--- src/rtl/cram_compute_ctrl_if.sv ---
// cram_compute_ctrl_if: start/done handshake plus the internal BRAM port-a/port-b signals.
interface cram_compute_ctrl_if #(
  parameter int AW = 9,
  parameter int DW = 40
);
  logic          start;
  logic          external;
  logic [AW:0]   num_words;
  logic [AW-1:0] in_start_addr;
  logic [AW-1:0] out_start_addr;
  logic [AW-1:0] bram_addr_b;
  logic [DW-1:0] bram_rdata_b;
  logic [AW-1:0] bram_addr_a;
  logic [DW-1:0] bram_wdata_a;
  logic          bram_wren_a;
  logic          busy;
  logic          done;
  modport master (
    output start, external, num_words, in_start_addr, out_start_addr, bram_rdata_b,
    input  bram_addr_b, bram_addr_a, bram_wdata_a, bram_wren_a, busy, done
  );
  modport slave (
    input  start, external, num_words, in_start_addr, out_start_addr, bram_rdata_b,
    output bram_addr_b, bram_addr_a, bram_wdata_a, bram_wren_a, busy, done
  );
endinterface

--- src/rtl/cram_compute_ctrl.sv ---
// cram_compute_ctrl: streams operand words from BRAM port b, adds packed 8-bit pairs, writes sums on port a.
module cram_compute_ctrl #(
  parameter int BRAM_DWIDTH     = 40,
  parameter int BRAM_AWIDTH     = 9,
  parameter int COMPUTE_DWIDTH  = 8,
  parameter int BRAM_LATENCY    = 1,
  parameter int COMPUTE_LATENCY = 2
) (
  input  logic                clk,
  input  logic                rst_n,
  cram_compute_ctrl_if.slave  bus
);
  localparam int LANES = BRAM_DWIDTH / (2 * COMPUTE_DWIDTH);
  localparam int RW    = COMPUTE_DWIDTH + 1;
  localparam int OS    = 2 * RW;
  localparam int CW    = BRAM_AWIDTH + 1;
  localparam logic [COMPUTE_LATENCY-1:0] CV_MASK = {COMPUTE_LATENCY{1'b1}} >> 1;
  typedef enum logic [1:0] {IDLE, RUN, DRAIN, DONE} state_t;
  state_t                 state_q, state_d;
  logic [CW-1:0]          cnt_q, cnt_d;
  logic [BRAM_AWIDTH-1:0] rd_addr_q, rd_addr_d, wr_addr_q, wr_addr_d, last_a_q;
  logic [BRAM_LATENCY-1:0]    rv_q;
  logic [COMPUTE_LATENCY-1:0] cv_q;
  logic [BRAM_DWIDTH-1:0]     cd_q [COMPUTE_LATENCY];
  logic [BRAM_DWIDTH-1:0]     sum;
  logic accept, abort, rd_en, wren;
  assign accept = (state_q == IDLE || state_q == DONE) && bus.start && !bus.external;
  assign abort  = (state_q == RUN || state_q == DRAIN) && bus.external;
  assign rd_en  = state_q == RUN && !bus.external;
  assign wren   = cv_q[COMPUTE_LATENCY-1] && !bus.external;
  assign bus.bram_addr_b  = rd_addr_q;
  assign bus.bram_addr_a  = wren ? wr_addr_q : last_a_q;
  assign bus.bram_wdata_a = wren ? cd_q[COMPUTE_LATENCY-1] : '0;
  assign bus.bram_wren_a  = wren;
  assign bus.busy         = state_q == RUN || state_q == DRAIN;
  assign bus.done         = state_q == DONE;
  always_comb begin
    sum = '0;
    for (int j = 0; j < LANES; j++)
      sum[j*OS +: RW] = {1'b0, bus.bram_rdata_b[j*2*COMPUTE_DWIDTH +: COMPUTE_DWIDTH]}
                      + {1'b0, bus.bram_rdata_b[j*2*COMPUTE_DWIDTH+COMPUTE_DWIDTH +: COMPUTE_DWIDTH]};
  end
  always_comb begin
    state_d   = state_q;
    cnt_d     = cnt_q;
    rd_addr_d = rd_addr_q;
    wr_addr_d = accept ? bus.out_start_addr : wren ? wr_addr_q + BRAM_AWIDTH'(1) : wr_addr_q;
    if (accept) begin
      state_d   = bus.num_words == '0 ? DONE : RUN;
      cnt_d     = bus.num_words;
      rd_addr_d = bus.in_start_addr;
    end else if (abort) begin
      state_d = IDLE;
    end else if (state_q == RUN) begin
      cnt_d     = cnt_q - CW'(1);
      rd_addr_d = rd_addr_q + BRAM_AWIDTH'(1);
      state_d   = cnt_q == CW'(1) ? DRAIN : RUN;
    end else if (state_q == DRAIN && rv_q == '0 && (cv_q & CV_MASK) == '0) begin
      // only the output stage may still hold a word; it is written this cycle
      state_d = DONE;
    end
  end
  always_ff @(posedge clk or negedge rst_n) begin
    if (!rst_n) begin
      state_q   <= IDLE;
      cnt_q     <= '0;
      rd_addr_q <= '0;
      wr_addr_q <= '0;
      last_a_q  <= '0;
      rv_q      <= '0;
      cv_q      <= '0;
      for (int i = 0; i < COMPUTE_LATENCY; i++) cd_q[i] <= '0;
    end else begin
      state_q   <= state_d;
      cnt_q     <= cnt_d;
      rd_addr_q <= rd_addr_d;
      wr_addr_q <= wr_addr_d;
      if (wren) last_a_q <= wr_addr_q;
      rv_q <= abort ? '0 : (rv_q << 1) | BRAM_LATENCY'(rd_en);
      cv_q <= abort ? '0 : (cv_q << 1) | COMPUTE_LATENCY'(rv_q[BRAM_LATENCY-1]);
      cd_q[0] <= sum;
      for (int i = 1; i < COMPUTE_LATENCY; i++) cd_q[i] <= cd_q[i-1];
    end
  end
endmodule

--- src/flat_wrapper.sv ---
// flat-port wrapper written by rule: the top's interface ports become plain ports
module cram_compute_ctrl_flat 
#(
  parameter int BRAM_DWIDTH     = 40,
  parameter int BRAM_AWIDTH     = 9,
  parameter int COMPUTE_DWIDTH  = 8,
  parameter int BRAM_LATENCY    = 1,
  parameter int COMPUTE_LATENCY = 2
)
  (clk, rst_n, bus_start, bus_external, bus_num_words, bus_in_start_addr, bus_out_start_addr, bus_bram_rdata_b, bus_bram_addr_b, bus_bram_addr_a, bus_bram_wdata_a, bus_bram_wren_a, bus_busy, bus_done);
  cram_compute_ctrl_if #(.AW(9), .DW(40)) bus_i ();
  input  logic clk;
  input  logic rst_n;
  input wire logic [$bits(bus_i.start)-1:0] bus_start;
  input wire logic [$bits(bus_i.external)-1:0] bus_external;
  input wire logic [$bits(bus_i.num_words)-1:0] bus_num_words;
  input wire logic [$bits(bus_i.in_start_addr)-1:0] bus_in_start_addr;
  input wire logic [$bits(bus_i.out_start_addr)-1:0] bus_out_start_addr;
  input wire logic [$bits(bus_i.bram_rdata_b)-1:0] bus_bram_rdata_b;
  output wire logic [$bits(bus_i.bram_addr_b)-1:0] bus_bram_addr_b;
  output wire logic [$bits(bus_i.bram_addr_a)-1:0] bus_bram_addr_a;
  output wire logic [$bits(bus_i.bram_wdata_a)-1:0] bus_bram_wdata_a;
  output wire logic [$bits(bus_i.bram_wren_a)-1:0] bus_bram_wren_a;
  output wire logic [$bits(bus_i.busy)-1:0] bus_busy;
  output wire logic [$bits(bus_i.done)-1:0] bus_done;
  assign bus_i.start = bus_start;
  assign bus_i.external = bus_external;
  assign bus_i.num_words = bus_num_words;
  assign bus_i.in_start_addr = bus_in_start_addr;
  assign bus_i.out_start_addr = bus_out_start_addr;
  assign bus_i.bram_rdata_b = bus_bram_rdata_b;
  assign bus_bram_addr_b = bus_i.bram_addr_b;
  assign bus_bram_addr_a = bus_i.bram_addr_a;
  assign bus_bram_wdata_a = bus_i.bram_wdata_a;
  assign bus_bram_wren_a = bus_i.bram_wren_a;
  assign bus_busy = bus_i.busy;
  assign bus_done = bus_i.done;
  cram_compute_ctrl #(.BRAM_DWIDTH(BRAM_DWIDTH), .BRAM_AWIDTH(BRAM_AWIDTH), .COMPUTE_DWIDTH(COMPUTE_DWIDTH), .BRAM_LATENCY(BRAM_LATENCY), .COMPUTE_LATENCY(COMPUTE_LATENCY)) u_core (.clk(clk), .rst_n(rst_n), .bus(bus_i));
endmodule
--- config.mk ---
export PLATFORM = sky130hd
export DESIGN_NAME = cram_compute_ctrl_flat
export DESIGN_NICKNAME = d
export VERILOG_FILES = /design/src/rtl/cram_compute_ctrl_if.sv /design/src/rtl/cram_compute_ctrl.sv /design/src/flat_wrapper.sv
export SDC_FILE = /design/constraint.sdc
export NUM_CORES = 1
export LEC_CHECK = 0
export ABC_AREA = 1
export ABC_CLOCK_PERIOD_IN_PS = 1450
export BUFFER_PORTS_ARGS = -buffer_cell sky130_fd_sc_hd__clkbuf_2
export CAP_MARGIN = 25
export CORE_MARGIN = 2
export CORE_UTILIZATION = 47
export DETAILED_ROUTE_END_ITERATION = 10
export GPL_ROUTABILITY_DRIVEN = 0
export PLACE_DENSITY = 0.77
export SLEW_MARGIN = 0
export SYNTH_ARGS = -nofsm -noshare
export SYNTH_HDL_FRONTEND = slang
export SYNTH_SLANG_ARGS = --single-unit
--- constraint.sdc ---
create_clock -name clk -period 1.45 [get_ports clk]
set_input_delay 0.29 -clock clk [delete_from_list [all_inputs] [get_ports clk]]
set_output_delay 0.29 -clock clk [all_outputs]
set_load 0.01 [all_outputs]
==> impl_metrics.py <==
metrics = {
    "setup_path": {
        "reg2reg_depth": 8,
        "endpoint": "bus_bram_addr_a[6]",
        "r2r-end": "u_core.cnt_q[3]$_DFFE_PN0P_",
        "startpoint_type": "flop",
        "r2r_slack_ns": -0.20,
        "worstPathArrival_ns": 1.37,
        "worst-setup-path-type": "reg -> out",
        "cp_max_fo": 7,
        "required_ns": 1.16,
        "reg2reg_from": "u_core.state_q[1]$_DFFE_PN0P_",
        "endpoint_kind": "primary output",
        "startpoint": "u_core.cv_q[1]$_DFF_PN0_",
    },
    "routing": {
        "ant_nets": 0,
        "drtPass1Iterations": 5,
        "route.met3.wl_um": 974,
        "viasPerCell": 5.21,
        "top_layer": "met4",
        "met1Wirelength_mm": 4.53,
        "drc_errors": 0,
        "drt_wl_total_mm": 12.1,
        "wire_per_inst_um": 15.0,
        "vias": 4213,
        "wl_met2_mm": 6.22,
        "drt_first_iter_violations": 141,
    },
    "power": {
        "p_int_uw": 6650,
        "ir_worst_vdd_mv": 0.917,
        "p_leak_uw": 0.00328,
        "power_uw": 11600,
        "swShare_pct": 42.8,
        "clkPwrFrac_pct": 13.2,
        "p_sw_uw": 4970,
        "power.density_nw_per_um2": 1860,
        "combPwrFrac_pct": 57.3,
        "sequentialPowerShare_pct": 29.4,
    },
    "grt": {
        "antenna_found_initial": 0,
        "overflow": 0,
        "track_usage_pct": 23.2,
        "grt_pass1_vias": 4145,
        "grt_max_degree": 79,
        "grt_first_pass_wirelength_mm": 18.5,
    },
    "placed_design": {
        "hpwl_mm": 7.25,
        "placed_area_sq_um": 5140,
        "io_buffers": 102,
        "place_ws_ns": -0.175,
        "dp_cells": 764,
    },
    "timing": {
        "max_freq_mhz": 601,
        "slew_viol_final": 0,
        "setup_violations": 59,
        "min_period_ns": 1.66,
        "clock_skew_ns": 0.0151,
        "fin_crit_sh_pct": 115,
        "rsz0062_at_grt": "yes",
        "finalWorstSetupSlack_ns": -0.214,
        "hold_violations": 0,
    },
    "clock_network": {
        "cts_tree": "built",
        "clk_latency_ns": 0.35,
        "cts_buffer_depth": 2,
        "cts_sinks": 78,
        "cts-root-buf": "clkbuf_8",
        "htree_levels": 3,
        "numCtsBuffers": 9,
        "clkSlewWorstSetupHoldPaths_ns": 0.08,
    },
    "yosys": {
        "synth-seq-cells": 78,
        "avgSynthCellArea_sq_um": 8.02,
        "synth_edf_count": 0,
        "synth_ff_type": "dfrtp_1",
        "async_flop_share_pct": 100,
        "ys_seq_area_share_pct": 45.2,
        "synth.cell_area_sq_um": 4320,
        "yosys_warnings": 0,
        "syn_inst": 538,
        "ys_types": 31,
    },
    "layout": {
        "drive_gt1_share_pct": 37.8,
        "num-fill-cells": 613,
        "diodes": 0,
        "final_cell_mix": "nand2_1 (112), dfrtp_1 (78), clkbuf_2 (76), inv_1 (67), nand3_1 (36)",
        "finalNetCount": 793,
        "area_delta_synth_final_pct": 45.0,
        "final_util_pct": 71.0,
        "finalNonFillerCells": 809,
        "fin_area_sq_um": 6260,
        "mostFrequentLayoutCell": "nand2_1",
    },
    "die": {
        "start_util_pct": 49.0,
        "num_rows": 34,
        "num_io_pins": 133,
        "die_x_um": 99.8,
        "core_sq_um": 8810,
        "die_y_um": 99.8,
        "die-area_sq_um": 9960,
    },
    "outcome": {
        "violations": "setup timing",
        "outcome": "finished, violations left",
    },
    "hold_path": {
        "hp-class": "in -> reg",
        "min-delay-start": "bus_bram_rdata_b[24]",
        "holdPathStages": 2,
    },
    "job": {
        "drv_cap": 0,
    },
}
[metrics by stage]
| stage | hold WS, ns | setup TNS, ns |
|---|---|---|
| after global placement | 0.331 | -0.794 |
| after floorplan | -0.00559 | -0.0191 |
| after global routing | 0.163 | -10.76 |
| after detailed placement | 0.335 | -1.82 |
| after CTS | 0.158 | -7.11 |
| final | 0.163 | -7.84 |
[synth_stat cells (3+ instances only)]
master	number	area [sq um]
nand4_1	11	68.8
buf_4	24	180
dfrtp_1	78	1950
nand2_1	125	469
a21oi_1	24	120
o211ai_1	3	22.5
o21ai_1	21	105
o21ai_0	15	75.1
xnor2_1	5	43.8
inv_2	3	11.3
ha_1	23	288
nand3_1	41	205
inv_1	71	267
buf_2	9	45.0
nor2_1	57	214
xor2_1	10	87.6
[power by group through the flow]
| stage | registers (uW) | clock network (uW) | logic, uW |
|---|---|---|---|
| CTS | 3360 | 1550 | 6020 |
| finish | 3420 | 1530 | 6660 |
| global route | 3490 | 1650 | 7200 |
| detailed placement | 3390 | 0 | 4360 |
| global placement | 3350 | 0 | 4200 |
| floorplan | 3350 | 0 | 2880 |
[critical path, cell delays in order (launching register included)]
cell,delay [ns]
dfrtp_1,0.38
nand2_4,0.08
buf_12,0.14
buf_16,0.14
o21ai_4,0.16
buf_6,0.12
[cell type report]
type | instances | area (sq um) | share of cell area, %
Clock inverter | 5 | 33.8 | 0.540
Multi-Input combinational cell | 372 | 2380 | 38.0
Sequential cell | 78 | 1950 | 31.2
Tap cell | 108 | 135 | 2.16
Timing Repair Buffer | 161 | 1330 | 21.2
Inverter | 74 | 280 | 4.48
Clock buffer | 11 | 151 | 2.42
[sequential cells by signal, indices dropped and copies added (netlist names)]
signal,flops
u_core.cnt_q,10
u_core.last_a_q,9
u_core.wr_addr_q,9
u_core.rv_q,1
u_core.state_q,2
u_core.bus.bram_addr_b,9
u_core.cv_q,2
u_core.cd_q,36
[metal layers]
metal,up-vias,track usage (%)
met2,194,41.7
li1,1985,-
met4,0,10.6
met1,1988,26.4
met5,-,0
met3,46,5.15
[how the worst min path moves through the flow]
stage / to / slack (ns)
3_3_place_gp: u_core.cd_q[21]$_DFF_PN0_ / 0.33
3_5_place_dp: u_core.cd_q[1]$_DFF_PN0_ / 0.33
6_report: u_core.cd_q[58]$_DFF_PN0_ / 0.16
4_1_cts: u_core.cd_q[58]$_DFF_PN0_ / 0.16
2_1_floorplan: u_core.bus.bram_addr_b[0]$_DFFE_PN0P_ / -0.006
5_1_grt: u_core.wr_addr_q[5]$_DFFE_PN0P_ / 0.16
[kinds of logic after synthesis]
group	Yosys count	share of synthesized area, %
flops	78	45.2
xor+xnor	15	3.04
other cells	1	0.0869
fa+ha+maj	25	7.60
simple gates	241	23.4
compound gates	69	8.67
buf+inv	109	12.0
[what timing repair did]
action,in CTS,in global routing
gates resized for setup,87,100
hold endpoints to repair,78,0
setup endpoints to repair,52,59
cloned,9,1
setup buffers,17,6
hold buffers,1,0
pin swaps,28,30
No activity file was read; power rests on OpenSTA's default activity.
